## src/rtl/pc_sequencer.sv

```systemverilog
// Instruction sequencer: walks fetch/execute/memory/update phases, drives the
// program-counter controls and flags memory timeouts.
module pc_sequencer #(
    parameter int unsigned MAX_WAIT = 15
) (
    input  logic        clk,
    input  logic        clr,
    input  logic        start,
    output logic        imem_req,
    input  logic        imem_ack,
    input  logic [31:0] imem_instr,
    output logic [31:0] instr,
    output logic        instr_valid,
    input  logic        mem_op,
    input  logic        dmem_ack,
    input  logic        jump,
    input  logic        halt,
    output logic        pc_load,
    output logic        pc_inc,
    output logic        pc_disable,
    output logic        fault,
    output logic [2:0]  state
);

    localparam int unsigned INSTR_W = 32;
    localparam int unsigned CNT_W   = $clog2(MAX_WAIT + 1);

    typedef enum logic [2:0] {
        ST_IDLE   = 3'd0,
        ST_FETCH  = 3'd1,
        ST_EXEC   = 3'd2,
        ST_MEM    = 3'd3,
        ST_UPDATE = 3'd4,
        ST_HALTED = 3'd5,
        ST_FAULT  = 3'd6
    } st_e;

    st_e                cur_st;
    st_e                nxt_st;
    logic [CNT_W-1:0]   wait_cnt;
    logic               timeout_c;

    // Last permitted wait cycle; an ack arriving in this cycle still wins.
    assign timeout_c = (wait_cnt == CNT_W'(MAX_WAIT));

    // State register
    always_ff @(posedge clk or negedge clr) begin
        if (!clr) begin
            cur_st <= ST_IDLE;
        end else begin
            cur_st <= nxt_st;
        end
    end

    // Next-state logic
    always_comb begin
        nxt_st = cur_st;
        case (cur_st)
            ST_IDLE: begin
                if (start) nxt_st = ST_FETCH;
            end
            ST_FETCH: begin
                if (imem_ack)       nxt_st = ST_EXEC;
                else if (timeout_c) nxt_st = ST_FAULT;
            end
            ST_EXEC: begin
                if (halt)        nxt_st = ST_HALTED;
                else if (mem_op) nxt_st = ST_MEM;
                else             nxt_st = ST_UPDATE;
            end
            ST_MEM: begin
                if (dmem_ack)       nxt_st = ST_UPDATE;
                else if (timeout_c) nxt_st = ST_FAULT;
            end
            ST_UPDATE: nxt_st = ST_FETCH;
            ST_HALTED: nxt_st = ST_HALTED;
            ST_FAULT:  nxt_st = ST_FAULT;
            default:   nxt_st = ST_IDLE;
        endcase
    end

    // Output decode; pc_inc is the only output that also looks at an input
    always_comb begin
        imem_req   = 1'b0;
        pc_load    = 1'b0;
        pc_inc     = 1'b0;
        pc_disable = 1'b1;
        fault      = 1'b0;
        case (cur_st)
            ST_FETCH: imem_req = 1'b1;
            ST_UPDATE: begin
                pc_load    = 1'b1;
                pc_disable = 1'b0;
                pc_inc     = ~jump;
            end
            ST_FAULT: fault = 1'b1;
            default: ;
        endcase
    end

    assign state = cur_st;

    // Instruction latch and wait counter; counter is zero whenever not waiting
    always_ff @(posedge clk or negedge clr) begin
        if (!clr) begin
            instr       <= INSTR_W'(0);
            instr_valid <= 1'b0;
            wait_cnt    <= CNT_W'(0);
        end else begin
            instr_valid <= 1'b0;
            if ((cur_st == ST_FETCH) && imem_ack) begin
                instr       <= imem_instr;
                instr_valid <= 1'b1;
            end
            if (((cur_st == ST_FETCH) || (cur_st == ST_MEM)) && (nxt_st == cur_st)) begin
                wait_cnt <= wait_cnt + CNT_W'(1);
            end else begin
                wait_cnt <= CNT_W'(0);
            end
        end
    end

endmodule

```

## config.mk

```make
export PLATFORM = sky130hd
export DESIGN_NAME = pc_sequencer
export DESIGN_NICKNAME = d
export VERILOG_FILES = /design/src/rtl/pc_sequencer.sv
export SDC_FILE = /design/constraint.sdc
export NUM_CORES = 1
export LEC_CHECK = 0
export ABC_CLOCK_PERIOD_IN_PS = 3900
export CORE_UTILIZATION = 44
export DETAILED_ROUTE_END_ITERATION = 8
export GPL_TIMING_DRIVEN = 0
export PLACE_DENSITY = 0.84
export SYNTH_ARGS = -nofsm -noshare
export SYNTH_HDL_FRONTEND = slang
export SYNTH_SLANG_ARGS = --single-unit
```

## constraint.sdc

```tcl
create_clock -name clk -period 3.9 [get_ports clk]
set_input_delay 0.975 -clock clk [delete_from_list [all_inputs] [get_ports clk]]
set_output_delay 0.975 -clock clk [all_outputs]
set_load 0.005 [all_outputs]
```

==> results.py <==
metrics = {
    "sta": {
        "finalHoldViolations": 0,
        "fin_skew_ps": 9.24,
        "period_needed_ps": 2960,
        "timing.fmax_ghz": 0.338,
        "tightest_slew_ps": 871,
        "drv_slew": 0,
        "finalSetupViolations": 0,
        "setup_tns_ps": 0,
        "rsz0062_at_grt": "no",
        "worst_slack_ps": 943,
        "fin_crit_sh": 0.758,
        "max_slew_margin": 0.419,
    },
    "route": {
        "routed_wl_mm": 3.87,
        "viasPerCell": 4.85,
        "drt_iter0_drc": 15,
        "wl_per_cell_um": 15.4,
        "vias": 1223,
        "drc_errors": 0,
        "ant_nets": 0,
        "firstDrtPassIters": 4,
    },
    "cts": {
        "cts_setup_buffers": 0,
        "cts_made_buffers": 5,
        "htree_levels": 2,
        "ctsResizeCount": 0,
        "cts.sinks": 40,
        "cts_root_buf": "clkbuf_8",
        "cts_tree": "built",
        "clk_pin_slew_worst_paths_ps": 80,
        "cts_buffer_depth": 2,
        "ctsHoldBuffers": 0,
        "clkLatencyLatePin_ps": 290,
    },
    "yosys": {
        "async_flop_share": 1.00,
        "seq_area_frac_synth": 0.557,
        "synth_top_cell_area_share": 0.557,
        "netlist_instances": 116,
        "ys_ff_latch": 40,
        "netlist_area_um2": 1800,
        "synth_nets": 157,
        "avgSynthCellArea_um2": 15.5,
        "synth.most_common_cell": "dfrtp_1",
        "synth-edff-count": 0,
        "synth-main-ff-cell": "dfrtp_1",
        "synth_largest_area_cell": "dfrtp_1",
        "yosysWarnings": 0,
        "synthDistinctLibCells": 27,
        "yosys-top-cells-count": "40 x dfrtp_1, 29 x mux2_4, 7 x nor2_1, 4 x buf_12, 4 x nand3_1",
        "synth_area_leaders": "dfrtp_1 56%, mux2_4 24%, buf_12 4.5%",
    },
    "floorplan": {
        "die-width_um": 65.9,
        "ios": 81,
        "rows": 22,
        "die_y_um": 65.9,
        "core_um2": 3800,
        "start_util": 0.473,
        "die_area_um2": 4340,
    },
    "worst_setup_path": {
        "max_stage_delay_ps": 510,
        "required_ps": 2920,
        "startpoint": "jump",
        "r2r-start": "state[2]",
        "crit_chain": "clkdlybuf4s50_1 -> nor2_1 -> clkdlybuf4s50_1",
        "start_kind": "primary input",
        "arrival_ps": 1980,
        "crit_top_cell": "clkdlybuf4s50_1",
        "worstSetupPathType": "primary input to output port",
        "cpMaxStageDelayCell": "clkdlybuf4s50_1",
        "end_kind": "output port",
        "crit_fanout": 1,
    },
    "finish": {
        "syn2layout_area_growth_pct": 52.5,
        "final-instance-count-excl-fill": 252,
        "diodes": 0,
        "post-route-util": 0.721,
        "drive_gt1_frac": 0.245,
        "final_net_count": 244,
        "fillers": 260,
    },
    "placed_design": {
        "placed_cells": 244,
        "place.gp.congestion": 0.780,
        "io_buffers": 80,
        "dp_slack_ps": 924,
        "dp_hpwl_mm": 2.92,
    },
    "pwr": {
        "powerDensity_nw_per_um2": 747,
        "peakVddDrop_uv": 335,
        "leakage_uw": 0.00121,
        "p_total_uw": 2050,
    },
    "global_route": {
        "track_usage": 0.194,
        "grt_start_max_net_pins": 41,
        "grt_pass1_wl_mm": 6.22,
        "antenna_found_initial": 0,
        "grt_overflow_total": 0,
        "grt_pass1_vias": 1317,
    },
    "flow_run": {
        "maxCapViolCount": 0,
    },
    "min_path": {
        "holdCritPathClass": "flip-flop to flip-flop",
        "min-delay-start": "wait_cnt[0]",
    },
    "status": {
        "status": "complete, no violations",
    },
}
## flip-flops by register name, indices dropped and copies added, names as in the netlist
signal	cells
state	3
wait_cnt	4
instr	32
instr_valid	1
## cell usage in the layout (no fill, tap or decap), types with 2 or more instances in the layout
master,synthesis,final
mux2_4,29,29
clkdlybuf4s50_1,0,79
inv_1,3,3
mux2_2,3,3
nand2b_1,2,2
buf_12,4,4
buf_2,2,3
nor2_1,7,7
nand2_1,2,2
o21ai_0,3,3
dfrtp_1,40,40
a21oi_1,2,2
clkinv_2,0,2
clkbuf_8,0,5
nand3_1,4,4
## worst paths after layout
path                                to  slack (ps)  depth (start not counted)
max                             pc_inc         940                          3
min                        wait_cnt[0]         480                          1
max reg2reg                  instr[12]        2210                          6
min reg2reg                wait_cnt[0]         480                          1
max in group asynchronous     state[2]        2560                          1
min in group asynchronous    instr[22]         800                          1
## layout make-up
class                      count  area (um2)  area share
sequential                    40        1000       0.365
timing repair buffer          80         796       0.290
multi-input combinational     67         694       0.253
buffer                         6        90.1      0.0329
clock buffer                   5        68.8      0.0251
tap                           48        60.1      0.0219
clock inverter                 3        18.8     0.00685
inverter                       3        11.3     0.00411
## per-layer routing
metal  global-route usage  share of wire  vias to the layer above
met4               0.0679          0.014                        0
met5                    0              0                        -
met1                0.225           0.42                      596
met3               0.0448          0.059                        6
li1                     -              -                      570
met2                0.344           0.51                       51
## where the power goes
group          switching [uW]  total (uW)  internal, uW  leakage, uW
registers                 122         734           611     0.000484
logic                     308        1050           739     0.000683
clock network             142         266           125    0.0000479
## per-stage QoR
| stage | cell area (um2) | hold WS (ps) |
|---|---|---|
| floorplan | 1800 | 433 |
| CTS | 2740 | 477 |
| global route | 2740 | 505 |
| finish | 2740 | 475 |
| global placement | 2660 | 445 |
| detailed placement | 2650 | 466 |
## cells by family (layout without fill, tap and decap cells)
| logic type | after synthesis | in the layout | share of synthesized area |
|---|---|---|---|
| AOI/OAI and AO/OA | 9 | 9 | 0.0320 |
| and+or+nand+nor | 23 | 23 | 0.0766 |
| xor gates and xnor gates | 2 | 2 | 0.00975 |
| buffers and inverters | 9 | 97 | 0.0564 |
| muxes | 32 | 32 | 0.261 |
| DFF | 40 | 40 | 0.557 |
| adders and majority gates | 1 | 1 | 0.00696 |
## worst max-delay path: cells and delay by family
kind          cells  cell delay, ps
simple gates      1             100
buf+inv           2             910
Note: power is estimated with default switching activity, not from simulation.
